<file path="config.mk">
export PLATFORM = sky130hd
export DESIGN_NAME = mux_accumulator_64
export DESIGN_NICKNAME = d
export VERILOG_FILES = /design/src/rtl/mux_accumulator_64.sv
export SDC_FILE = /design/constraint.sdc
export NUM_CORES = 1
export LEC_CHECK = 0
export ABC_CLOCK_PERIOD_IN_PS = 800
export BUFFER_PORTS_ARGS = -buffer_cell sky130_fd_sc_hd__buf_2
export CORE_AREA = 2 2 234 236
export CTS_BUF_LIST = sky130_fd_sc_hd__clkbuf_8
export DETAILED_ROUTE_END_ITERATION = 7
export DIE_AREA = 0 0 236 238
export PLACE_DENSITY = 0.74
export SYNTH_ARGS = -nofsm -noshare
export SYNTH_HDL_FRONTEND = slang
export SYNTH_SLANG_ARGS = --single-unit
export TNS_END_PERCENT = 50
</file>
<file path="constraint.sdc">
create_clock -name clk -period 0.8 [get_ports clk]
set_input_delay 0.16 -clock clk [delete_from_list [all_inputs] [get_ports clk]]
set_output_delay 0.16 -clock clk [all_outputs]
set_load 0.005 [all_outputs]
</file>
<file path="src/rtl/mux_accumulator_64.sv">
// mux_accumulator_64: one output dimension of the hyperdimensional encoder.
// Each feature byte is added or subtracted according to its projection bit,
// the signed sum is reduced through a binary adder tree, added to the
// supplied previous partial result, and the low OUT_WIDTH bits are
// registered. Single-cycle latency, one result per cycle.

// Per-lane sign selection: zero-extend the feature, negate when proj is 0.
module mux_acc_term #(
  parameter int FTWIDTH   = 8,
  parameter int ACC_WIDTH = 16
) (
  input  logic [FTWIDTH-1:0]   feature,
  input  logic                 proj,
  output logic [ACC_WIDTH-1:0] term
);

  logic [ACC_WIDTH-1:0] mag;

  assign mag  = ACC_WIDTH'(feature);
  assign term = proj ? mag : (~mag + ACC_WIDTH'(1));

endmodule

module mux_accumulator_64 #(
  parameter int N_FEAT    = 64,
  parameter int FTWIDTH   = 8,
  parameter int ACC_WIDTH = 16,
  parameter int OUT_WIDTH = 8
) (
  input  logic                            clk,
  input  logic                            reset,
  input  logic [N_FEAT-1:0][FTWIDTH-1:0]  features,
  input  logic [N_FEAT-1:0]               projections,
  input  logic [ACC_WIDTH-1:0]            prev_result,
  output logic [OUT_WIDTH-1:0]            out
);

  // Headroom: magnitude bits for the worst-case sum, plus sign, plus one
  // spare so the tree can never overflow.
  localparam int MAX_MAG = N_FEAT * ((2 ** FTWIDTH) - 1);
  localparam int MIN_ACC = $clog2(MAX_MAG) + 2;

  // Tree is padded to a power of two; unused leaves are tied to zero.
  localparam int LV = (N_FEAT > 1) ? $clog2(N_FEAT) : 0;
  localparam int NP = 1 << LV;

  if (ACC_WIDTH < MIN_ACC) begin : g_acc_too_narrow
    $error("mux_accumulator_64: ACC_WIDTH too narrow for N_FEAT/FTWIDTH");
  end
  if (OUT_WIDTH > ACC_WIDTH) begin : g_out_too_wide
    $error("mux_accumulator_64: OUT_WIDTH must not exceed ACC_WIDTH");
  end

  logic [N_FEAT-1:0][ACC_WIDTH-1:0] terms;
  logic [ACC_WIDTH-1:0]             tree_sum;

  // One sign-select lane per feature.
  for (genvar j = 0; j < N_FEAT; j++) begin : g_lane
    mux_acc_term #(
      .FTWIDTH   (FTWIDTH),
      .ACC_WIDTH (ACC_WIDTH)
    ) u_term (
      .feature (features[j]),
      .proj    (projections[j]),
      .term    (terms[j])
    );
  end

  // Binary adder tree: level 0 holds the leaves, level LV holds the root.
  // Each level lives in its own generate scope so no signal feeds itself.
  for (genvar l = 0; l <= LV; l++) begin : g_lvl
    logic [ACC_WIDTH-1:0] s [NP >> l];
    if (l == 0) begin : g_leaf
      for (genvar k = 0; k < NP; k++) begin : g_k
        if (k < N_FEAT) begin : g_real
          assign s[k] = terms[k];
        end else begin : g_pad
          assign s[k] = '0;
        end
      end
    end else begin : g_node
      for (genvar k = 0; k < (NP >> l); k++) begin : g_k
        assign s[k] = g_lvl[l-1].s[2*k] + g_lvl[l-1].s[2*k+1];
      end
    end
  end

  assign tree_sum = g_lvl[LV].s[0];

  // Register the low bits of prev_result + sum; upper bits wrap away.
  always_ff @(posedge clk or negedge reset) begin
    if (!reset) out <= '0;
    else        out <= OUT_WIDTH'(prev_result + tree_sum);
  end

endmodule

</file>
Word-level counts from Yosys, hierarchy flattened
Cells that the tools add are included.
{"block": "word_totals", "inputBits": 594, "output_inout_bits": 8, "register_bits": 8, "elab_cells": 257}
{"block": "op_classes", "n_addsub": 128, "mux": 64, "bitwise": 64}
{"operator": "$add 8x1->8 const B", "n": 64}
{"operator": "$add 8x8->8", "n": 64}
{"operator": "$mux 8", "n": 64}
{"operator": "$not 8->8", "n": 64}

Depth between registers and ports, before layout
Gate-level depths: netlist of run 1.
{"block": "depth", "depth_word": 10, "mapped_depth": 31, "depth_no_buf": 31}

Cells and area by module
A second synthesis of run 1 with hierarchy kept.
{"block": "unflattened", "hier_cells": 3289, "area_unflattened_um2": 26435.4}
{"module": "mux_acc_term", "n_inst": 64, "seq_area_each_um2": 0.0, "area_per_inst_um2": 234.0, "cells_each": 35}
{"module": "mux_accumulator_64", "n_inst": 1, "seq_area_each_um2": 200.2, "area_per_inst_um2": 11461.0, "cells_each": 1049}

Worst setup path after synthesis of run 1
Ideal clock, no wire load.
{"block": "synth_timing", "path_kind": "input-to-reg", "start": "input port features[425] (netlist bit)", "end": "register out[7]", "path_slack_ns": -7.015, "n_path_buf": 0, "t_arrival_ns": 7.682, "setup_ns": 0.134, "path_stages": 27, "required_ns": 0.666, "cell_sequence": "nor3_1 -> nor2_1 -> xnor2_1 -> fa_1 -> inv_1 -> fa_1 -> inv_1 -> fa_1 -> fa_1 -> fa_1 -> inv_1 -> fa_1 -> inv_1 -> fa_1 -> fa_1 -> fa_1 -> inv_1 -> fa_1 -> inv_1 -> ha_1 -> a21o_1 -> a21oi_1 -> o21bai_1 -> a21oi_1 -> xnor3_1 -> xnor2_1 -> xnor3_1"}
{"block": "synth_via", "elab_chain_len": 10}
{"element": "from (decl)", "line": "32", "source": "input logic [N_FEAT-1:0][FTWIDTH-1:0] features,"}
{"element": "$not 8->8", "line": "20", "source": "assign term = proj ? mag : (~mag + ACC_WIDTH'(1));"}
{"element": "$add 8x1->8", "line": "20"}
{"element": "$mux 8 (*)", "line": "20"}
{"element": "$add 8x8->8 (*) (6 in series)", "line": "83", "source": "assign s[k] = g_lvl[l-1].s[2*k] + g_lvl[l-1].s[2*k+1];"}
{"element": "$add 8x8->8 (*)", "line": "93", "source": "else out <= OUT_WIDTH'(prev_result + tree_sum);"}
{"element": "to (signal assigned)", "line": "93"}
{"element": "to (decl)", "line": "35", "source": "output logic [OUT_WIDTH-1:0] out"}
Every way passes the cells marked *; elsewhere a longest branch is shown, timed or not.

Worst setup path in the final report of run 1
{"block": "layout_timing", "start": "input port features[32] (netlist bit)", "end": "register out[7]"}
The elaborated chain is that of the path after synthesis.

==> impl_metrics.yaml, run 1 <==
power:
  part_of_the_total_power_dissipated_in_sequential_elements: 0.008
  cellInternalPower_w: 0.0621
  combPwrFrac: 0.988
  leakage_nw: 15.6
  largest_vdd_supply_drop_mv: 4.83
  power.density_cell_area_mw_per_mm2: 4250
  clock_power_share: 0.004
  netSwitchingFraction: 0.526
  power.switching_w: 0.0690
die:
  vertical_die_dimension_um: 238
  die_outline_area_mm2: 0.0562
  placement_rows: 85
  io_pins: 602
  die_w_um: 236
  core_region_mm2: 0.0535
  start_util: 0.373
detailed_routing:
  avgRoutedWirePerCell_um: 18.4
  viasPerCell: 4.80
  route.final.wire_length_mm: 78.9
  drt_drc_violations_left: 0
  drtIter0Drc: 923
  vias: 20600
  dr.pass1.iters: 5
  final_antenna_net_count: 0
synthesis:
  synth_top_cell_area_share: 0.382
  netlist_instances: 2356
  async_reset_ff_frac: 1.00
  synth_top_flop_cell: "sky130_fd_sc_hd__dfrtp_1"
  netlist_top_cells_area: "sky130_fd_sc_hd__fa_1, sky130_fd_sc_hd__xnor2_1, sky130_fd_sc_hd__inv_1"
  yosysWarnings: 0
  synthMostInstantiatedCell: "sky130_fd_sc_hd__inv_1"
  synth_seq_area_share: 0.0100
  ys_types: 18
  number_of_flops_mapped_to_enable_cells_by_yosys: 0
  syn-num-nets: 3441
  yosysTopAreaCell: "sky130_fd_sc_hd__fa_1"
  netlist_area_mm2: 0.0200
  avgSynthCellArea_um2: 8.48
  yosys_register_bits: 8
  synth_top_cells_by_count: "sky130_fd_sc_hd__inv_1, sky130_fd_sc_hd__fa_1, sky130_fd_sc_hd__xnor2_1"
clock_tree:
  clock_root_buffer: "sky130_fd_sc_hd__clkbuf_8"
  tritoncts: "yes"
  clock_path_buffers: 2
  path_clk_slew_ns: 0.04
  numClockSinks: 8
  cts-buffers-inserted: 3
  total_number_of_h_tree_levels: 1
min_path:
  hold_path_class: "in -> async"
place:
  gp_routability_congestion: 0.952
  total_instance_count_after_detailed_placement: 4279
  placed_area_mm2: 0.0292
  place.detailed.hpwl_mm: 72.3
  placement.io_buffers: 593
worst_setup_path:
  critical_path_class: "in -> reg"
  cp-start-kind: "input pin"
  critical_path.startpoint: "features[32]"
  worst-path-max-fanout: 3
  crit_required_ns: 0.91
  critPathCaptureType: "flip-flop"
  worst-endpoint-arrival_ns: 7.95
global_route:
  grt_remaining_overflow: 0
  first_global_vias: 22500
  grtUsageTotal: 0.278
  grt_start_max_net_pins: 9
  antenna_found_initial: 15
  grt_pass1_wl_mm: 120
sta:
  finalCriticalPeriod_ns: 7.84
  maxClockFrequency_mhz: 128
  timing.slew.headroom: 0.587
  setup_slack_ns: -7.04
  unrepaired_setup_endpoints_after_global_routing: "yes"
  hold_violations: 0
  max_slew.worst_pin.slew_ns: 0.620
  timing.final.crit_share: 9.80
  report.final.setup_viol: 16
  final_max_slew_viol_count: 0
run_status:
  result_of_the_run: "finished, violations left"
  violations_in_the_final_reports: "negative setup slack"
final_layout:
  reg.largest.list: "out x8"
  number_of_flip_flops_under_the_largest_register_name: 8
  finalInstanceArea_mm2: 0.0309
  syn_to_final_growth_pct: 54.5
  nets: 4677
  max_flop_register: "out"
  finalNonFillerCells: 4297
  drive_gt1_frac: 0.445
flow_run:
  maxCapViolations: 0
-- repair_timing --
item | 4_1_cts | 5_1_grt
setup buffers | 4 | 3
resized for setup | 169 | 158
hold buffers | 1 | 0
setup endpoints to repair | 16 | 16
hold endpoints to repair | 8 | 0
pin swaps | 76 | 114
-- metal layers --
metal	GRT usage	part of all wire	wire (um)
met5	0	0.00091	72
met2	0.528	0.52	41200
met3	0.0308	0.051	4010
met1	0.324	0.39	30600
met4	0.0926	0.039	3070
-- worst max path at each step --
stage               slack [ns]          endpoint
finish                   -7.04  out[7]$_DFF_PN0_
detailed placement       -7.42  out[7]$_DFF_PN0_
CTS                      -7.05  out[7]$_DFF_PN0_
global placement         -7.32  out[7]$_DFF_PN0_
global route             -7.30  out[7]$_DFF_PN0_
floorplan                -6.69  out[7]$_DFF_PN0_
-- cells in the final DEF, fill, tap and decap left out, drive strengths merged, types with 4 or more instances in the layout --
cell,Yosys,routed
xnor3,4,4
mux2,22,22
a31oi,131,131
fa,381,381
nor3,153,153
mux2i,42,42
ha,110,110
diode,0,11
nor2,202,202
clkbuf,42,4
a21oi,126,126
dfrtp,8,8
nor4,27,27
inv,596,596
buf,0,1271
xor2,131,131
xnor2,376,376
-- cell type report --
cell class              instances  area, um^2
fillers                      4573       22600
multi-input cells            1710       19100
repair buffers               1273        8330
inverters                     596        2280
well taps                     696         871
flip-flops and latches          8         200
clock buffers                   3        41.3
diodes                         11        27.5
-- through the flow --
| step | total power [W] | utilization | setup WS, ns | hold slack [ns] | setup TNS (ns) |
|---|---|---|---|---|---|
| after floorplan | 0.0904 | - | -6.69 | -0.136 | -42.29 |
| after global routing | 0.140 | 0.577 | -7.30 | 0.362 | -46.12 |
| after global placement | 0.121 | 0.545 | -7.32 | 0.0149 | -47.26 |
| after detailed placement | 0.124 | 0.545 | -7.42 | 0.0161 | -47.76 |
| after CTS | 0.130 | 0.562 | -7.05 | 0.354 | -44.88 |
| final | 0.131 | 0.577 | -7.04 | 0.346 | -44.65 |
-- critical path: stages --
cell and delay, ns:
sky130_fd_sc_hd__buf_4 0.12, sky130_fd_sc_hd__inv_1 0.04, sky130_fd_sc_hd__ha_1 0.22, sky130_fd_sc_hd__buf_4 0.16, sky130_fd_sc_hd__a31oi_1 0.23, sky130_fd_sc_hd__xor2_1 0.26
sky130_fd_sc_hd__fa_1 0.48, sky130_fd_sc_hd__fa_1 0.51, sky130_fd_sc_hd__fa_1 0.53, sky130_fd_sc_hd__fa_1 0.55, sky130_fd_sc_hd__fa_2 0.61, sky130_fd_sc_hd__fa_1 0.45
sky130_fd_sc_hd__fa_1 0.53, sky130_fd_sc_hd__fa_1 0.52, sky130_fd_sc_hd__fa_1 0.50, sky130_fd_sc_hd__inv_1 0.05, sky130_fd_sc_hd__fa_1 0.51, sky130_fd_sc_hd__inv_2 0.05
sky130_fd_sc_hd__ha_4 0.23, sky130_fd_sc_hd__a21oi_2 0.15, sky130_fd_sc_hd__o21bai_1 0.09, sky130_fd_sc_hd__a21oi_2 0.15, sky130_fd_sc_hd__xnor3_1 0.25, sky130_fd_sc_hd__xnor2_1 0.18
sky130_fd_sc_hd__xnor3_1 0.40
-- power by group through the flow --
| stage | clock [W] | combinational, W | sequential [W] |
|---|---|---|---|
| floorplan | 0 | 0.0893 | 0.00113 |
| global placement | 0 | 0.120 | 0.00109 |
| detailed placement | 0 | 0.123 | 0.00106 |
| CTS | 0.000500 | 0.129 | 0.00110 |
| global route | 0.000527 | 0.139 | 0.00105 |
| finish | 0.000488 | 0.130 | 0.00110 |
-- kinds of logic after synthesis --
group / share of synthesized area
mux: 0.0334
fa+ha+maj: 0.451
xor+xnor: 0.227
buf+inv: 0.120
simple gates: 0.0855
flops: 0.0100
compound gates: 0.0737
(Power assumes the default switching activity.)
==> run 2, diff against run 1 <==
--- a/config.mk
+++ b/config.mk
@@ -5,7 +5,7 @@
 export SDC_FILE = /design/constraint.sdc
 export NUM_CORES = 1
 export LEC_CHECK = 0
-export ABC_CLOCK_PERIOD_IN_PS = 800
+export ABC_CLOCK_PERIOD_IN_PS = 6960
 export BUFFER_PORTS_ARGS = -buffer_cell sky130_fd_sc_hd__buf_2
 export CORE_AREA = 2 2 234 236
 export CTS_BUF_LIST = sky130_fd_sc_hd__clkbuf_8
==> constraint.sdc (replaced) <==
create_clock -name clk -period 6.96 [get_ports clk]
set_input_delay 1.392 -clock clk [delete_from_list [all_inputs] [get_ports clk]]
set_output_delay 1.392 -clock clk [all_outputs]
set_load 0.005 [all_outputs]
==> run 2 against run 1 <==
Net effect: the run still ends with negative setup slack left; count of clock-buffer cells in the layout unchanged; hold slack better by 0.66 ns; non-clock buffer count decreased by 49; cell count is 1.0% lower; sequential cell count is the same; core utilization is 2.0 points lower; die area stayed put; via count down 1.5%; critical path type unchanged; critical endpoint unchanged; highest routed layer unchanged.
==> impl_metrics.yaml, run 2 (synthesis results as in run 1) <==
worst_setup_path:
  timing.critical_path.max_delay_family: "adder cells"
  critPathCaptureType: "flip-flop"
  critical_path_class: "in -> reg"
  crit_required_ns: 7.06
  critPathMaxStageDelay_ns: 0.63
  worst-path-max-fanout: 2
  worst-endpoint-arrival_ns: 9.15
  cpMaxStageDelayCell: "sky130_fd_sc_hd__fa_2"
  critPathBufInv: 4
  critPathMostFrequentCell: "sky130_fd_sc_hd__fa_1"
  cp-start-kind: "input pin"
detailed_routing:
  viasPerCell: 4.78
  route.final.wire_length_mm: 78.5
  drt_drc_violations_left: 0
  dr.pass1.iters: 5
  drtIter0Drc: 890
  vias: 20300
  avgRoutedWirePerCell_um: 18.5
  final_antenna_net_count: 0
final_layout:
  finalInstanceArea_mm2: 0.0298
  final_cell_mix: "sky130_fd_sc_hd__buf_4, sky130_fd_sc_hd__buf_2, sky130_fd_sc_hd__inv_1"
  max_flop_register: "out"
  nets: 4628
  mostFrequentLayoutCell: "sky130_fd_sc_hd__buf_4"
  reg.largest.list: "out x8"
  syn_to_final_growth_pct: 49.2
  fillers: 4697
  number_of_flip_flops_under_the_largest_register_name: 8
  drive_gt1_frac: 0.420
sta:
  setup_slack_ns: -2.09
  report.final.setup_viol: 7
  hold_violations: 0
  timing.final.crit_share: 1.30
  finalCriticalPeriod_ns: 9.05
  unrepaired_setup_endpoints_after_global_routing: "yes"
  timing.slew.headroom: 0.453
  final_max_slew_viol_count: 0
  maxClockFrequency_mhz: 111
  max_slew.worst_pin.slew_ns: 0.817
die:
  placement_rows: 85
  start_util: 0.373
  core_region_mm2: 0.0535
  vertical_die_dimension_um: 238
  die_w_um: 236
  die_outline_area_mm2: 0.0562
  io_pins: 602
place:
  gp_routability_congestion: 0.996
  place.detailed.hpwl_mm: 72.6
  placed_area_mm2: 0.0288
  placement.io_buffers: 593
run_status:
  violations_in_the_final_reports: "negative setup slack"
  result_of_the_run: "finished, violations left"
clock_tree:
  clock_root_buffer: "sky130_fd_sc_hd__clkbuf_8"
  total_number_of_h_tree_levels: 1
  cts-buffers-inserted: 3
  post_cts_hold_buffer_count: 0
  clock_path_buffers: 2
  tritoncts: "yes"
  path_clk_slew_ns: 0.04
  numClockSinks: 8
global_route:
  antenna_found_initial: 20
  grt_start_max_net_pins: 9
  grtUsageTotal: 0.278
  grt_pass1_wl_mm: 119
  grt_remaining_overflow: 0
  first_global_vias: 22100
min_path:
  hold_path_class: "in -> async"
flow_run:
  maxCapViolations: 0
## run 2: worst paths after layout
path	startpoint	to	depth (start not counted)
setup / recovery	features[180]	out[7]$_DFF_PN0_	25
min in group clk	features[496]	out[1]$_DFF_PN0_	3
hold / removal	reset	out[4]$_DFF_PN0_	1
max in group asynchronous	reset	out[2]$_DFF_PN0_	1
## run 2: area by class of cell
| cell class | instances | area [um^2] | share of cell area |
|---|---|---|---|
| clock buffers | 3 | 41.3 | 0.00138 |
| flip-flops and latches | 8 | 200 | 0.00671 |
| repair buffers | 1224 | 7790 | 0.261 |
| multi-input cells | 1710 | 18600 | 0.624 |
| diodes | 15 | 37.5 | 0.00126 |
| inverters | 596 | 2270 | 0.0762 |
| well taps | 696 | 871 | 0.0292 |
## run 2: repair_timing
action	in CTS	in global routing
pin swaps	126	51
gates resized for setup	167	50
endpoints found under the setup margin	7	7
buffers inserted	2	1
## run 2: per-layer routing
metal  global-route usage  share of wire  up-vias
li1                     -              -     9624
met1                0.321           0.38     9780
met2                0.530           0.53      730
met3               0.0292          0.051      165
met4               0.0963          0.041        8
met5                    0        0.00065        -
## run 2: metrics by stage
step                utilization  TNS [ns]  std cells  setup slack [ns]  hold WS [ns]
finish                    0.557     -7.76       4252             -2.09          1.01
global route              0.557     -9.38       4252             -2.39          1.01
CTS                       0.552     -7.72       4236             -2.06          1.01
detailed placement        0.538    -10.24       4231             -2.46          1.25
global placement          0.538     -9.98       4231             -2.39          1.25
floorplan                     -     -5.94       2356             -1.76          1.10
Power of run 2 is not shown: default switching activity piles up to over one toggle a cycle in this logic, so the estimate is an artifact.
